$ cat config.mk
export PLATFORM = sky130hd
export DESIGN_NAME = cpe_dmem_ctrl_flat
export DESIGN_NICKNAME = d
export VERILOG_FILES = /design/src/rtl/cpe_pkg.sv /design/src/rtl/cpe_dmem_ctrl_if.sv /design/src/rtl/cpe_dmem_ctrl.sv /design/src/flat_wrapper.sv
export SDC_FILE = /design/constraint.sdc
export NUM_CORES = 1
export LEC_CHECK = 0
export ABC_AREA = 1
export CAP_MARGIN = 20
export CORE_UTILIZATION = 30
export DETAILED_ROUTE_END_ITERATION = 10
export SLEW_MARGIN = 20
export SYNTH_ARGS = -nofsm -noshare
export SYNTH_HDL_FRONTEND = slang
export SYNTH_SLANG_ARGS = --single-unit
$ cat constraint.sdc
create_clock -name clk_w_i -period 1.9 [get_ports clk_w_i]
set_clock_uncertainty 0.2 [all_clocks]
set_input_delay 0.38 -clock clk_w_i [delete_from_list [all_inputs] [get_ports clk_w_i]]
set_output_delay 0.38 -clock clk_w_i [all_outputs]
set_load 0.005 [all_outputs]
$ cat src/rtl/cpe_pkg.sv
// Shared encodings and defaults for the CPE data-memory controller and its SRAM model.
package cpe_pkg;

  localparam int ADDR_W_DEF = 15;

  localparam logic [1:0] SEL_BYTE    = 2'b00;
  localparam logic [1:0] SEL_HALF    = 2'b01;
  localparam logic [1:0] SEL_WORD    = 2'b10;
  localparam logic [1:0] SEL_ILLEGAL = 2'b11;

  typedef enum logic [2:0] {
    IDLE,
    WRITE,
    READ,
    DRAIN,
    DONE
  } state_e;

  // Index of the final beat: 0/1/3 for byte/half/word.
  function automatic logic [1:0] beats_m1(input logic [1:0] sel);
    case (sel)
      SEL_HALF: return 2'd1;
      SEL_WORD: return 2'd3;
      default:  return 2'd0;
    endcase
  endfunction

endpackage

$ cat src/rtl/cpe_dmem_ctrl_if.sv
// CPU-side load/store bus of the data-memory controller.
interface cpe_dmem_ctrl_if;
  logic        mem_rd_w_i_h;
  logic        mem_wr_w_i_h;
  logic [31:0] mem_addr_w_i;
  logic [31:0] mem_data_w_i;
  logic [1:0]  mem_byte_sel_w_i;
  logic [31:0] mem_data_w_o;
  logic        mem_busy_w_o_h;
  logic        mem_done_w_o_h;
  logic        mem_err_w_o_h;

  modport master (
    output mem_rd_w_i_h, mem_wr_w_i_h, mem_addr_w_i, mem_data_w_i, mem_byte_sel_w_i,
    input  mem_data_w_o, mem_busy_w_o_h, mem_done_w_o_h, mem_err_w_o_h
  );

  modport slave (
    input  mem_rd_w_i_h, mem_wr_w_i_h, mem_addr_w_i, mem_data_w_i, mem_byte_sel_w_i,
    output mem_data_w_o, mem_busy_w_o_h, mem_done_w_o_h, mem_err_w_o_h
  );
endinterface

$ cat src/rtl/cpe_dmem_ctrl.sv
// Serialises 8/16/32-bit big-endian CPU loads and stores onto a byte-wide SRAM.
module cpe_dmem_ctrl
  import cpe_pkg::*;
#(
  parameter int ADDR_W = ADDR_W_DEF
) (
  input  logic                 clk_w_i,
  input  logic                 res_w_i_l,
  cpe_dmem_ctrl_if.slave       cpu,
  output logic [ADDR_W-1:0]    sram_addr_w_o,
  output logic [7:0]           sram_data_w_o,
  input  logic [7:0]           sram_data_w_i,
  output logic                 sram_en_w_o_h,
  output logic                 sram_we_w_o_h
);

  state_e              state_q, state_d;
  logic [ADDR_W-1:0]   addr_q;
  logic [1:0]          beat_q, last_q;
  logic [31:0]         wsh_q, wsh_init;
  logic [23:0]         acc_q;
  logic [31:0]         rdata_q;
  logic                err_q;
  logic                req, req_err;
  logic                busy, done;
  logic                unused_addr_hi;

  assign unused_addr_hi = ^cpu.mem_addr_w_i[31:ADDR_W];

  assign req     = cpu.mem_rd_w_i_h | cpu.mem_wr_w_i_h;
  assign req_err = (cpu.mem_byte_sel_w_i == SEL_ILLEGAL)
                 | (cpu.mem_rd_w_i_h & cpu.mem_wr_w_i_h)
                 | ((cpu.mem_byte_sel_w_i == SEL_HALF) & cpu.mem_addr_w_i[0])
                 | ((cpu.mem_byte_sel_w_i == SEL_WORD) & (|cpu.mem_addr_w_i[1:0]));

  // NOTE: every signal assigned here gets a default first so no latch is inferred.
  always_comb begin
    state_d  = state_q;
    wsh_init = cpu.mem_data_w_i;
    case (cpu.mem_byte_sel_w_i)
      SEL_BYTE: wsh_init = cpu.mem_data_w_i << 24;
      SEL_HALF: wsh_init = cpu.mem_data_w_i << 16;
      default:  wsh_init = cpu.mem_data_w_i;
    endcase
    case (state_q)
      IDLE, DONE: begin
        if (!req)         state_d = IDLE;
        else if (req_err) state_d = DONE;
        else              state_d = cpu.mem_wr_w_i_h ? WRITE : READ;
      end
      WRITE:   if (beat_q == last_q) state_d = DONE;
      READ:    if (beat_q == last_q) state_d = DRAIN;
      DRAIN:   state_d = DONE;
      default: state_d = IDLE;
    endcase
  end

  // NOTE: sequential state uses non-blocking assignments so all registers see pre-edge values.
  always_ff @(posedge clk_w_i or negedge res_w_i_l) begin
    if (!res_w_i_l) begin
      state_q <= IDLE;
      addr_q  <= '0;
      beat_q  <= '0;
      last_q  <= '0;
      wsh_q   <= '0;
      acc_q   <= '0;
      rdata_q <= '0;
      err_q   <= 1'b0;
    end else begin
      state_q <= state_d;
      case (state_q)
        IDLE, DONE: begin
          if (req) begin
            addr_q <= cpu.mem_addr_w_i[ADDR_W-1:0];
            beat_q <= '0;
            last_q <= beats_m1(cpu.mem_byte_sel_w_i);
            wsh_q  <= wsh_init;
            acc_q  <= '0;
            err_q  <= req_err;
            if (req_err && cpu.mem_rd_w_i_h) rdata_q <= '0;
          end
        end
        WRITE: begin
          beat_q <= beat_q + 2'd1;
          addr_q <= addr_q + 1'b1;
          wsh_q  <= wsh_q << 8;
        end
        READ: begin
          beat_q <= beat_q + 2'd1;
          addr_q <= addr_q + 1'b1;
          // Read data lags its address by one cycle, so beat 0 has nothing to capture yet.
          if (beat_q != 2'd0) acc_q <= {acc_q[15:0], sram_data_w_i};
        end
        DRAIN:   rdata_q <= {acc_q, sram_data_w_i};
        default: ;
      endcase
    end
  end

  assign busy = (state_q == WRITE) | (state_q == READ) | (state_q == DRAIN);
  assign done = (state_q == DONE);

  assign cpu.mem_busy_w_o_h = busy;
  assign cpu.mem_done_w_o_h = done;
  assign cpu.mem_err_w_o_h  = done & err_q;
  assign cpu.mem_data_w_o   = rdata_q;

  assign sram_en_w_o_h = (state_q == WRITE) | (state_q == READ);
  assign sram_we_w_o_h = (state_q == WRITE);
  assign sram_addr_w_o = sram_en_w_o_h ? addr_q : '0;
  assign sram_data_w_o = sram_we_w_o_h ? wsh_q[31:24] : 8'h00;

endmodule

$ cat src/flat_wrapper.sv
// flat-port wrapper written by rule: the top's interface ports become plain ports
module cpe_dmem_ctrl_flat import cpe_pkg::*;
#(
  parameter int ADDR_W = ADDR_W_DEF
)
  (clk_w_i, res_w_i_l, sram_addr_w_o, sram_data_w_o, sram_data_w_i, sram_en_w_o_h, sram_we_w_o_h, cpu_mem_rd_w_i_h, cpu_mem_wr_w_i_h, cpu_mem_addr_w_i, cpu_mem_data_w_i, cpu_mem_byte_sel_w_i, cpu_mem_data_w_o, cpu_mem_busy_w_o_h, cpu_mem_done_w_o_h, cpu_mem_err_w_o_h);
  cpe_dmem_ctrl_if cpu_i ();
  input  logic clk_w_i;
  input  logic res_w_i_l;
  output logic [ADDR_W-1:0] sram_addr_w_o;
  output logic [7:0] sram_data_w_o;
  input  logic [7:0] sram_data_w_i;
  output logic sram_en_w_o_h;
  output logic sram_we_w_o_h;
  input wire logic [$bits(cpu_i.mem_rd_w_i_h)-1:0] cpu_mem_rd_w_i_h;
  input wire logic [$bits(cpu_i.mem_wr_w_i_h)-1:0] cpu_mem_wr_w_i_h;
  input wire logic [$bits(cpu_i.mem_addr_w_i)-1:0] cpu_mem_addr_w_i;
  input wire logic [$bits(cpu_i.mem_data_w_i)-1:0] cpu_mem_data_w_i;
  input wire logic [$bits(cpu_i.mem_byte_sel_w_i)-1:0] cpu_mem_byte_sel_w_i;
  output wire logic [$bits(cpu_i.mem_data_w_o)-1:0] cpu_mem_data_w_o;
  output wire logic [$bits(cpu_i.mem_busy_w_o_h)-1:0] cpu_mem_busy_w_o_h;
  output wire logic [$bits(cpu_i.mem_done_w_o_h)-1:0] cpu_mem_done_w_o_h;
  output wire logic [$bits(cpu_i.mem_err_w_o_h)-1:0] cpu_mem_err_w_o_h;
  assign cpu_i.mem_rd_w_i_h = cpu_mem_rd_w_i_h;
  assign cpu_i.mem_wr_w_i_h = cpu_mem_wr_w_i_h;
  assign cpu_i.mem_addr_w_i = cpu_mem_addr_w_i;
  assign cpu_i.mem_data_w_i = cpu_mem_data_w_i;
  assign cpu_i.mem_byte_sel_w_i = cpu_mem_byte_sel_w_i;
  assign cpu_mem_data_w_o = cpu_i.mem_data_w_o;
  assign cpu_mem_busy_w_o_h = cpu_i.mem_busy_w_o_h;
  assign cpu_mem_done_w_o_h = cpu_i.mem_done_w_o_h;
  assign cpu_mem_err_w_o_h = cpu_i.mem_err_w_o_h;
  cpe_dmem_ctrl #(.ADDR_W(ADDR_W)) u_core (.clk_w_i(clk_w_i), .res_w_i_l(res_w_i_l), .cpu(cpu_i), .sram_addr_w_o(sram_addr_w_o), .sram_data_w_o(sram_data_w_o), .sram_data_w_i(sram_data_w_i), .sram_en_w_o_h(sram_en_w_o_h), .sram_we_w_o_h(sram_we_w_o_h));
endmodule
; ---- After elaboration in Yosys (flattened, before gate mapping)
; Index checks and enable logic that the tools add are counted.
[totals]
reg_bits = 111
latch_bits = 0
ramBits = 0
romBits = 0
in_bits = 78
output_inout_bits = 60
elab_cells = 72
mem_count = 0
[classes]
addsub = 2
multipliers = 0
div = 0
n_lt_le_gt_ge = 0
eq_ne = 13
shift = 0
mux = 22
bitwise = 10
reduce_logical = 17
[ops]
columns = operator, n
row1 = case mux 32 bit (2 select lines), 3
row2 = 2-to-1 mux 32 bit, 3
row3 = 2-to-1 mux 24 bit, 2
row4 = case mux 24 bit (2 select lines), 1
row5 = 2-to-1 mux 15 bit, 2
row6 = case mux 15 bit (2 select lines), 1
row7 = adder 15 x 1 -> 15 bit (second input constant), 1
row8 = 2-to-1 mux 3 bit, 4
row9 = case mux 3 bit (4 select lines), 1
row10 = nonzero test 2 bit, 5
row11 = 2-to-1 mux 8 bit, 1
row12 = inequality test 2 x 1 -> 1 bit (second input constant), 4
row13 = case mux 2 bit (2 select lines), 2
row14 = AND reduction 2 bit, 4
row15 = equality test 3 x 2 -> 1 bit (second input constant), 2
row16 = bitwise OR 1 bit, 6
row17 = AND reduction 3 bit, 2
row18 = OR reduction 2 bit, 3
row19 = bitwise AND 1 bit, 4
row20 = equality test 2 bit (second input constant), 2
row21 = 2-to-1 mux 2 bit, 2
row22 = equality test 3 x 1 -> 1 bit (second input constant), 1
row23 = equality test 3 bit (second input constant), 1
row24 = logical NOT 3 bit, 1
row25 = other kinds (6), 6

; ---- Logic depth before layout (Yosys ltp)
; Gate-level depths: netlist (run 1).
[logic_depth]
word_depth = 8
mapped_depth = 10
depth_no_buf = 10

; ---- Worst setup path before layout (run 1)
; OpenSTA, ideal clock, no wires.
[synth_timing]
path_type = register to output
startpoint = register u_core.state_q[2]
endpoint = output sram_addr_w_o[10]
t_arrival_ps = 1201
required_time_ps = 1320
slack_ps = 119
stages_incl_launch_ff = 8
path_buffers = 2
cell_sequence = dfrtp_1 > inv_1 > nand3_2 > nand2_4 > inv_2 > buf_2 > buf_2 > nor2_1
[synth_between]
elab_chain_len = 3
word_cells_on_any_way = 4
cone_classes = eq/ne (2) / mux (1) / bitwise (1)
[synth_rtl]
columns = element, line
row1 = start: declaration, cpe_dmem_ctrl.sv:17  ; state_e state_q, state_d;
row2 = start signal: assignment, cpe_dmem_ctrl.sv:70  ; state_q <= state_d;
row3 = equality test 3 x 1 -> 1 bit or equality test 3 x 2 -> 1 bit (tied branches), cpe_dmem_ctrl.sv:108  ; assign sram_en_w_o_h = (state_q == WRITE) | (state_q == READ);
row4 = bitwise OR 1 bit (*), cpe_dmem_ctrl.sv:108
row5 = 2-to-1 mux 15 bit (*), cpe_dmem_ctrl.sv:110  ; assign sram_addr_w_o = sram_en_w_o_h ? addr_q : '0;
row6 = end: declaration, flat_wrapper.sv:10  ; output logic [ADDR_W-1:0] sram_addr_w_o;
; Mark *: on every way between the ends. The rest lies on a longest branch, timed or not.

; ---- Worst setup path in the final report (run 1)
[layout_timing]
startpoint = register u_core.state_q[2]
endpoint = output sram_addr_w_o[8]
; The elaborated chain is that of the path after synthesis.

==> flow_metrics.py, run 1 <==
metrics = {
    "routing": {
        "wl_um": 14900,
        "vias": 4908,
        "drc": 0,
        "drtIter0Drc": 188,
        "wl_per_cell_um": 14.4,
        "via_per_inst": 4.76,
        "ant_nets": 0,
        "firstDrtPassIters": 4,
    },
    "grt": {
        "grt_max_degree": 61,
        "first_global_vias": 4525,
        "antenna_found_initial": 0,
        "grt.overflow.total": 0,
        "grt_pass1_wl_um": 23000,
        "grtUsageTotal_pct": 16.0,
    },
    "floorplanning": {
        "num_io_pins": 138,
        "die_x_um": 136,
        "fp-row-count": 48,
        "start_util_pct": 31.0,
        "core_sq_mm": 0.0174,
        "dieArea_sq_mm": 0.0185,
        "chipHeight_um": 136,
    },
    "critical_path": {
        "rr_worst_depth": 13,
        "end_kind": "primary output",
        "cp-start-kind": "flop",
        "rrSetupSlack_ns": -0.08,
        "crit_required_ns": 1.32,
        "rr_startpoint": "u_core.state_q[0]",
        "critPathKind": "flop to primary output",
        "cp_max_fo": 17,
        "arrival_ns": 1.48,
        "r2r_end": "u_core.addr_q[10]",
    },
    "clocking": {
        "clock_path_buffers": 2,
        "htree_levels": 3,
        "clockRootBuffer": "clkbuf_16",
        "clk_pin_slew_ns": 0.07,
        "cts_tree": "built",
        "numClockSinks": 111,
        "cts_buffers": 9,
        "worstSkewPairLatency_ns": 0.35,
    },
    "sta": {
        "fin_ws_ns": -0.162,
        "fin_crit_ns": 2.06,
        "max_slew_margin_pct": 72.3,
        "hold_viol": 0,
        "setup_viol": 29,
        "rsz0062_at_grt": "true",
        "max_freq_ghz": 0.485,
        "worst_slew_pin_slew_ns": 0.414,
        "drv_slew": 0,
        "period_share_pct": 109,
    },
    "synth": {
        "synth_area_sq_mm": 0.00539,
        "syn_nets": 728,
        "yosys-top-cells-area": "dfrtp_1 52%, nand2_1 8.4%, inv_1 5.8%, nand3_1 5.6%, nor2_1 4.7%",
        "syn_avg_cell_area_sq_um": 8.37,
        "synth_top_flop_cell": "dfrtp_1",
        "ys_types": 37,
        "synth-edff-count": 0,
        "syn_inst": 644,
        "synth_top_cell_area_share_pct": 51.5,
        "synth_top_cell_by_area": "dfrtp_1",
        "yosys.cell_count.top_type": "nand2_1",
        "ys_seq_area_share_pct": 51.5,
        "yosys-top-cells-count": "120 x nand2_1, 111 x dfrtp_1, 83 x inv_1",
        "async_reset_ff_share_pct": 100,
        "ys_ff_latch": 111,
        "yosys_warnings": 0,
    },
    "placed_design": {
        "postPlaceCellArea_sq_mm": 0.00713,
        "gp_congestion": 0.779,
        "pre_cts_ws_ns": -0.379,
        "hpwl_um": 9980,
        "numPortBuffers": 120,
        "placed_cells_incl_taps": 998,
    },
    "cells_and_area": {
        "final_area_sq_mm": 0.00783,
        "fin_nets": 886,
        "area_growth_syn_to_layout_pct": 45.3,
        "post-route-util_pct": 45.0,
        "antenna-diode-count": 0,
        "final_cells": 1032,
        "drive_gt1_share_pct": 19.5,
        "final.fill_count": 1714,
    },
    "run_status": {
        "outcome": "finished, violations left",
        "violations": "negative setup slack",
    },
    "power": {
        "p_leak_nw": 3.58,
        "p_per_area_mw_per_mm2": 1270,
        "worst_ir_drop_vdd_uv": 681,
    },
    "job": {
        "cap_violations": 0,
    },
    "hold_path": {
        "hold_path_class": "input pin to async pin",
    },
}
-- layout make-up --
class	count	area, sq um	area share [%]
clock buffers	12	246	3.15
inverters	90	353	4.50
repair buffers	181	1920	24.5
multi-input cells	409	2200	28.1
flip-flops and latches	111	2780	35.5
clock inverters	4	52.6	0.671
well taps	225	282	3.59
-- registers in the layout (all words and copies together) (netlist names) --
name	cells
u_core.acc_q	24
u_core.addr_q	15
u_core.beat_q	2
u_core.cpu.mem_data_w_o	32
u_core.err_q	1
u_core.last_q	2
u_core.state_q	3
u_core.wsh_q	32
-- per-layer routing --
layer	share of wire, %	up-vias	GRT usage, %
li1	-	2431	-
met1	46	2335	21.6
met2	48	131	25.8
met3	5.0	11	3.58
met4	1.0	0	3.77
met5	0	-	0
-- worst max-delay path by stage --
stage | cells after the start | startpoint | slack [ns] | endpoint
floorplan | 7 | u_core.state_q[2] | 0.12 | sram_addr_w_o[10]
detailed placement | 6 | cpu_mem_byte_sel_w_i[0] | -0.38 | u_core.wsh_q[13]
global placement | 6 | cpu_mem_byte_sel_w_i[1] | -0.31 | u_core.wsh_q[14]
CTS | 6 | u_core.state_q[2] | -0.16 | sram_addr_w_o[5]
global route | 6 | u_core.state_q[2] | -0.24 | sram_addr_w_o[8]
finish | 6 | u_core.state_q[2] | -0.16 | sram_addr_w_o[8]
-- cell usage in the layout (no fill, tap or decap), types with 2 or more instances in the layout --
cell type / count
a21oi_1: 6
a22oi_1: 3
buf_12: 13
buf_2: 9
buf_4: 33
buf_6: 13
clkbuf_1: 2
clkbuf_16: 14
clkdlybuf4s15_2: 15
clkdlybuf4s50_1: 90
dfrtp_1: 111
ha_1: 5
inv_1: 78
inv_2: 9
inv_6: 2
nand2_1: 118
nand2_2: 2
nand2_4: 4
nand3_1: 58
nand3_2: 2
nand4_1: 5
nor2_1: 44
nor2_2: 22
nor2_4: 6
o2111ai_1: 3
o211ai_1: 12
o21ai_0: 45
o21ai_1: 13
o221ai_1: 3
o22ai_1: 28
o311ai_1: 2
o31ai_1: 4
o32ai_1: 5
or2_1: 2
xnor2_1: 2
xor2_1: 4
-- power by group --
part	switching, mW	internal [mW]
clock	0.858	1.07
combinational	2.43	2.20
sequential	0.422	2.99
total	3.71	6.26
-- per-stage QoR --
step / TNS (ns) / hold WS (ns) / power [mW]
after floorplan: 0 / -0.116 / 5.63
after global placement: -27.30 / 0.0623 / 7.34
after detailed placement: -30.24 / 0.0602 / 7.39
after CTS: -2.83 / 0.231 / 9.42
after global routing: -5.07 / 0.251 / 10.7
final: -2.88 / 0.230 / 9.97
-- worst max-delay path: stages (launching register included) --
cell and delay [ns]:
dfrtp_1 0.43, nor2_4 0.15, nand2_4 0.08, nand2_4 0.10
inv_8 0.08, nor2_1 0.09, clkdlybuf4s15_2 0.20
-- cell families (layout without fill, tap and decap cells) --
kind of cell	after synthesis	after routing	share of synthesized area, %
and+or+nand+nor	268	268	21.4
AOI/OAI and AO/OA	129	129	14.8
buffers and inverters	124	287	9.93
DFF	111	111	51.5
adders and majority gates	6	6	1.39
xor gates and xnor gates	6	6	0.975
-- repair_timing --
| action | in CTS | in global routing |
|---|---|---|
| resized for setup | 123 | 46 |
| hold buffers | 1 | 0 |
| buffers inserted | 3 | 9 |
| pin swaps | 5 | 14 |
| gates cloned | 0 | 6 |
| endpoints found under the setup margin | 39 | 100 |
| endpoints found under the hold margin | 70 | 0 |
No activity file was read; power rests on OpenSTA's default activity.
==> run 2: changes to the inputs <==
Settings changed: MAX_ROUTING_LAYER set to met4.
==> flow_metrics.py, run 2 (same netlist as run 1, synthesis figures left out) <==
metrics = {
    "run_status": {
        "outcome": "finished, violations left",
        "violations": "negative setup slack",
    },
    "grt": {
        "grt_pass1_wl_um": 23100,
        "grt_max_degree": 61,
        "grtUsageTotal_pct": 16.5,
        "first_global_vias": 4518,
        "antenna_found_initial": 0,
        "grt.overflow.total": 0,
    },
    "power": {
        "worst_ir_drop_vdd_uv": 680,
        "clkPwrFrac_pct": 19.3,
        "seq_power_share_pct": 34.2,
        "intPower_mw": 6.25,
        "pwr-share-comb_pct": 46.4,
        "p_leak_nw": 3.57,
        "p_per_area_mw_per_mm2": 1270,
        "swShare_pct": 37.3,
        "switchingPower_mw": 3.72,
    },
    "sta": {
        "max_freq_ghz": 0.485,
        "fin_ws_ns": -0.162,
        "rsz0062_at_grt": "true",
        "hold_viol": 0,
        "max_slew_margin_pct": 72.4,
        "whs_ns": 0.230,
        "drv_slew": 0,
        "setup_viol": 29,
        "fin_crit_ns": 2.06,
        "worst_slew_pin_slew_ns": 0.412,
        "period_share_pct": 109,
    },
    "routing": {
        "drt-met1-wl_um": 6940,
        "drc": 0,
        "drtIter0Drc": 196,
        "highest_layer": "met4",
        "ant_nets": 0,
        "via_per_inst": 4.74,
        "wl_per_cell_um": 14.4,
        "vias": 4890,
        "dr_wl_met3_um": 709,
        "dr_wl_met2_um": 7080,
        "wl_um": 14900,
        "firstDrtPassIters": 7,
    },
    "cells_and_area": {
        "area_growth_syn_to_layout_pct": 45.2,
        "layout_common_cells": "117 x nand2_1, 111 x dfrtp_1, 90 x clkdlybuf4s50_1, 78 x inv_1, 58 x nand3_1",
        "fin_nets": 885,
        "drive_gt1_share_pct": 19.6,
        "antenna-diode-count": 0,
        "mostFrequentLayoutCell": "nand2_1",
    },
    "placed_design": {
        "gp_congestion": 0.789,
        "pre_cts_ws_ns": -0.379,
        "hpwl_um": 9980,
        "numPortBuffers": 120,
    },
    "hold_path": {
        "hold_path_class": "input pin to async pin",
    },
    "clocking": {
        "cts_buffers": 9,
        "worstSkewPairLatency_ns": 0.35,
        "clockRootBuffer": "clkbuf_16",
        "htree_levels": 3,
        "cts_tree": "built",
        "numClockSinks": 111,
        "clock_path_buffers": 2,
        "clk_pin_slew_ns": 0.07,
    },
    "critical_path": {
        "critPathKind": "flop to primary output",
        "arrival_ns": 1.48,
        "cp-start-kind": "flop",
        "end_kind": "primary output",
        "cp_max_fo": 17,
        "crit_required_ns": 1.32,
    },
    "floorplanning": {
        "chipHeight_um": 136,
        "die_x_um": 136,
        "num_io_pins": 138,
        "fp-row-count": 48,
        "dieArea_sq_mm": 0.0185,
        "core_sq_mm": 0.0174,
        "start_util_pct": 31.0,
    },
    "job": {
        "cap_violations": 0,
    },
}
run 2: cell types whose count changed in the layout (fill, tap and decap cells not counted), sizes merged:
| cell | before | now |
|---|---|---|
| buf | 68 | 67 |
run 2: final timing paths:
kind,end,from,slack [ns],cells past startpoint
min,u_core.cpu.mem_data_w_o[8],res_w_i_l,0.23,2
min in group clk_w_i,u_core.cpu.mem_data_w_o[25],u_core.acc_q[17],0.27,2
max,sram_addr_w_o[8],u_core.state_q[2],-0.16,6
max reg2reg,u_core.addr_q[10],u_core.state_q[0],-0.08,13
max in group asynchronous,u_core.state_q[0],res_w_i_l,0.75,3
min reg2reg,u_core.cpu.mem_data_w_o[25],u_core.acc_q[17],0.27,2
run 2: power groups by stage:
stage / combinational, mW / sequential [mW] / clock, mW
floorplan: 2.27 / 3.36 / 0
global placement: 3.91 / 3.43 / 0
detailed placement: 3.95 / 3.44 / 0
CTS: 4.04 / 3.40 / 1.97
global route: 5.13 / 3.49 / 2.06
finish: 4.63 / 3.41 / 1.93
run 2: repair_timing:
| action | 4_1_cts | 5_1_grt |
|---|---|---|
| hold buffers | 1 | 0 |
| cloned | 0 | 6 |
| gates resized for setup | 123 | 48 |
| setup endpoints to repair | 39 | 100 |
| setup buffers | 3 | 8 |
| pin swaps | 5 | 13 |
| hold endpoints to repair | 70 | 0 |
run 2: per-layer routing:
metal / global-route usage, % / vias to the layer above
met2: 25.7 / 139
li1: - / 2427
met1: 21.9 / 2313
met5: - / -
met4: 3.77 / 0
met3: 3.43 / 11
run 2: through the flow:
step	TNS [ns]	power (mW)	instance area, sq um	util, %	std cells
5_1_grt	-5.01	10.7	7830	45.0	1031
3_5_place_dp	-30.24	7.39	7130	41.0	998
6_report	-2.90	9.97	7830	45.0	1031
3_3_place_gp	-27.30	7.34	7130	41.0	998
4_1_cts	-2.83	9.42	7490	43.0	1018
2_1_floorplan	0	5.63	5390	-	644
run 2: worst max-delay path, cell delays in order, from the launching register on:
cell and delay (ns):
dfrtp_1 0.43, nor2_4 0.15, nand2_4 0.08, nand2_4 0.10
inv_8 0.08, nor2_1 0.09, clkdlybuf4s15_2 0.20
run 2: final cells by class:
type / count / area, sq um
clock buffer: 12 / 246
clock inverter: 4 / 52.6
fill: 1715 / 9590
inverter: 90 / 353
multi-input combinational: 409 / 2200
sequential: 111 / 2780
tap: 225 / 282
timing repair buffer: 180 / 1910
==> run 3: changes to the inputs <==
Settings changed: CELL_PAD_IN_SITES_DETAIL_PLACEMENT set to 0, CELL_PAD_IN_SITES_GLOBAL_PLACEMENT set to 1, PLACE_DENSITY_LB_ADDON set to 0.1, SLEW_MARGIN 20 to 10.
==> flow_metrics.py, run 3 (same netlist as run 1, synthesis figures left out) <==
metrics = {
    "sta": {
        "rsz0062_at_grt": "true",
        "hold_viol": 0,
        "fin_crit_ns": 2.09,
        "fin_ws_ns": -0.187,
        "tns_ns": -3.14,
        "drv_slew": 0,
        "period_share_pct": 110,
        "max_slew_margin_pct": 74.9,
        "setup_viol": 25,
        "max_freq_ghz": 0.479,
        "worst_slew_pin_slew_ns": 0.374,
    },
    "routing": {
        "via_per_inst": 4.75,
        "firstDrtPassIters": 4,
        "drc": 0,
        "vias": 4925,
        "drtIter0Drc": 195,
        "ant_nets": 0,
        "wl_per_cell_um": 14.9,
        "wl_um": 15500,
    },
    "hold_path": {
        "hold_depth": 2,
        "hold_path_class": "flop to flop",
    },
    "floorplanning": {
        "start_util_pct": 31.0,
        "die_x_um": 136,
        "dieArea_sq_mm": 0.0185,
        "num_io_pins": 138,
        "core_sq_mm": 0.0174,
        "fp-row-count": 48,
        "chipHeight_um": 136,
    },
    "grt": {
        "antenna_found_initial": 0,
        "grt.overflow.total": 0,
        "first_global_vias": 4771,
        "grtUsageTotal_pct": 17.2,
        "grt_pass1_wl_um": 23800,
        "grt_max_degree": 64,
    },
    "cells_and_area": {
        "final_cells": 1036,
        "fin_nets": 890,
        "mostFrequentLayoutCell": "nand2_1",
        "area_growth_syn_to_layout_pct": 46.0,
        "drive_gt1_share_pct": 20.3,
        "antenna-diode-count": 0,
        "layout_common_cells": "118 x nand2_1, 111 x dfrtp_1, 89 x clkdlybuf4s50_1, 79 x inv_1, 58 x nand3_1",
    },
    "power": {
        "p_per_area_mw_per_mm2": 1270,
        "p_total_mw": 10.0,
        "p_leak_nw": 3.64,
        "worst_ir_drop_vdd_uv": 607,
    },
    "clocking": {
        "numClockSinks": 111,
        "worstSkewPairLatency_ns": 0.35,
        "htree_levels": 3,
        "clk_pin_slew_ns": 0.07,
        "cts_buffers": 9,
        "clockRootBuffer": "clkbuf_16",
        "clock_path_buffers": 2,
        "cts_tree": "built",
    },
    "critical_path": {
        "worstPathCellList": "nor2_4 > nand2_4 > nand2_4 > buf_12 > inv_12 > nor2_2 > buf_2",
        "crit_top_cell": "nand2_4",
        "crit_required_ns": 1.32,
        "cp_max_fo": 11,
        "critPathKind": "flop to primary output",
        "critPathSlowestCell": "dfrtp_1",
        "rr_worst_depth": 11,
        "max_stage_delay_ns": 0.43,
        "arrival_ns": 1.51,
        "cp-start-kind": "flop",
        "end_kind": "primary output",
    },
    "placed_design": {
        "numPortBuffers": 120,
        "gp_congestion": 0.817,
        "placed_cells_incl_taps": 1004,
        "hpwl_um": 10700,
    },
    "job": {
        "cap_violations": 0,
    },
    "run_status": {
        "violations": "negative setup slack",
        "outcome": "finished, violations left",
    },
}
[run 3: worst max-delay path: cells and delay by family, from the launching register on]
kind / cells / cell delay, ns
buf+inv: 3 / 0.31
simple gates: 4 / 0.40
flops: 1 / 0.43
[run 3: per-layer routing]
layer	global-route usage [%]	share of wire [%]	up-vias
met2	27.8	48	122
met4	3.83	1.1	0
met5	-	0	-
met1	21.8	46	2343
li1	-	-	2449
met3	3.91	4.8	11
[run 3: timing repair]
action | CTS | global route
setup endpoints to repair | 30 | 87
hold buffers | 1 | 0
hold endpoints to repair | 111 | 0
gates cloned | 1 | 5
gates resized for setup | 159 | 36
setup buffers | 7 | 5
pin swaps | 5 | 12
[run 3: final timing paths]
kind | from | endpoint | slack [ns]
max | u_core.state_q[2] | sram_addr_w_o[2] | -0.19
min | u_core.wsh_q[6] | u_core.wsh_q[6] | 0.29
max reg2reg | u_core.state_q[1] | u_core.wsh_q[15] | 0.04
min reg2reg | u_core.wsh_q[6] | u_core.wsh_q[6] | 0.29
max in group asynchronous | res_w_i_l | u_core.addr_q[10] | 0.80
min in group asynchronous | res_w_i_l | u_core.cpu.mem_data_w_o[20] | 0.35
[run 3: layout make-up]
cell class / instances / area (sq um)
multi-input combinational: 409 / 2270
clock inverter: 7 / 70.1
fill: 1711 / 9550
timing repair buffer: 184 / 1880
inverter: 90 / 350
tap: 225 / 282
clock buffer: 9 / 225
timing repair inverter: 1 / 16.3
sequential: 111 / 2780
[run 3: where the power goes]
group	leakage, nW	switching [mW]	internal, mW
clock	0.142	0.950	0.935
combinational	2.04	2.55	2.16
sequential	1.46	0.434	2.99
total	3.64	3.94	6.08
[run 3: stage by stage]
step	hold slack (ns)	worst slack [ns]	instance area, sq um	util, %
floorplan	-0.116	0.119	5390	-
global placement	0.211	-0.337	7190	41.3
detailed placement	0.199	-0.401	7190	41.3
CTS	0.292	-0.188	7590	43.6
global route	0.325	-0.274	7870	45.2
finish	0.294	-0.187	7870	45.2
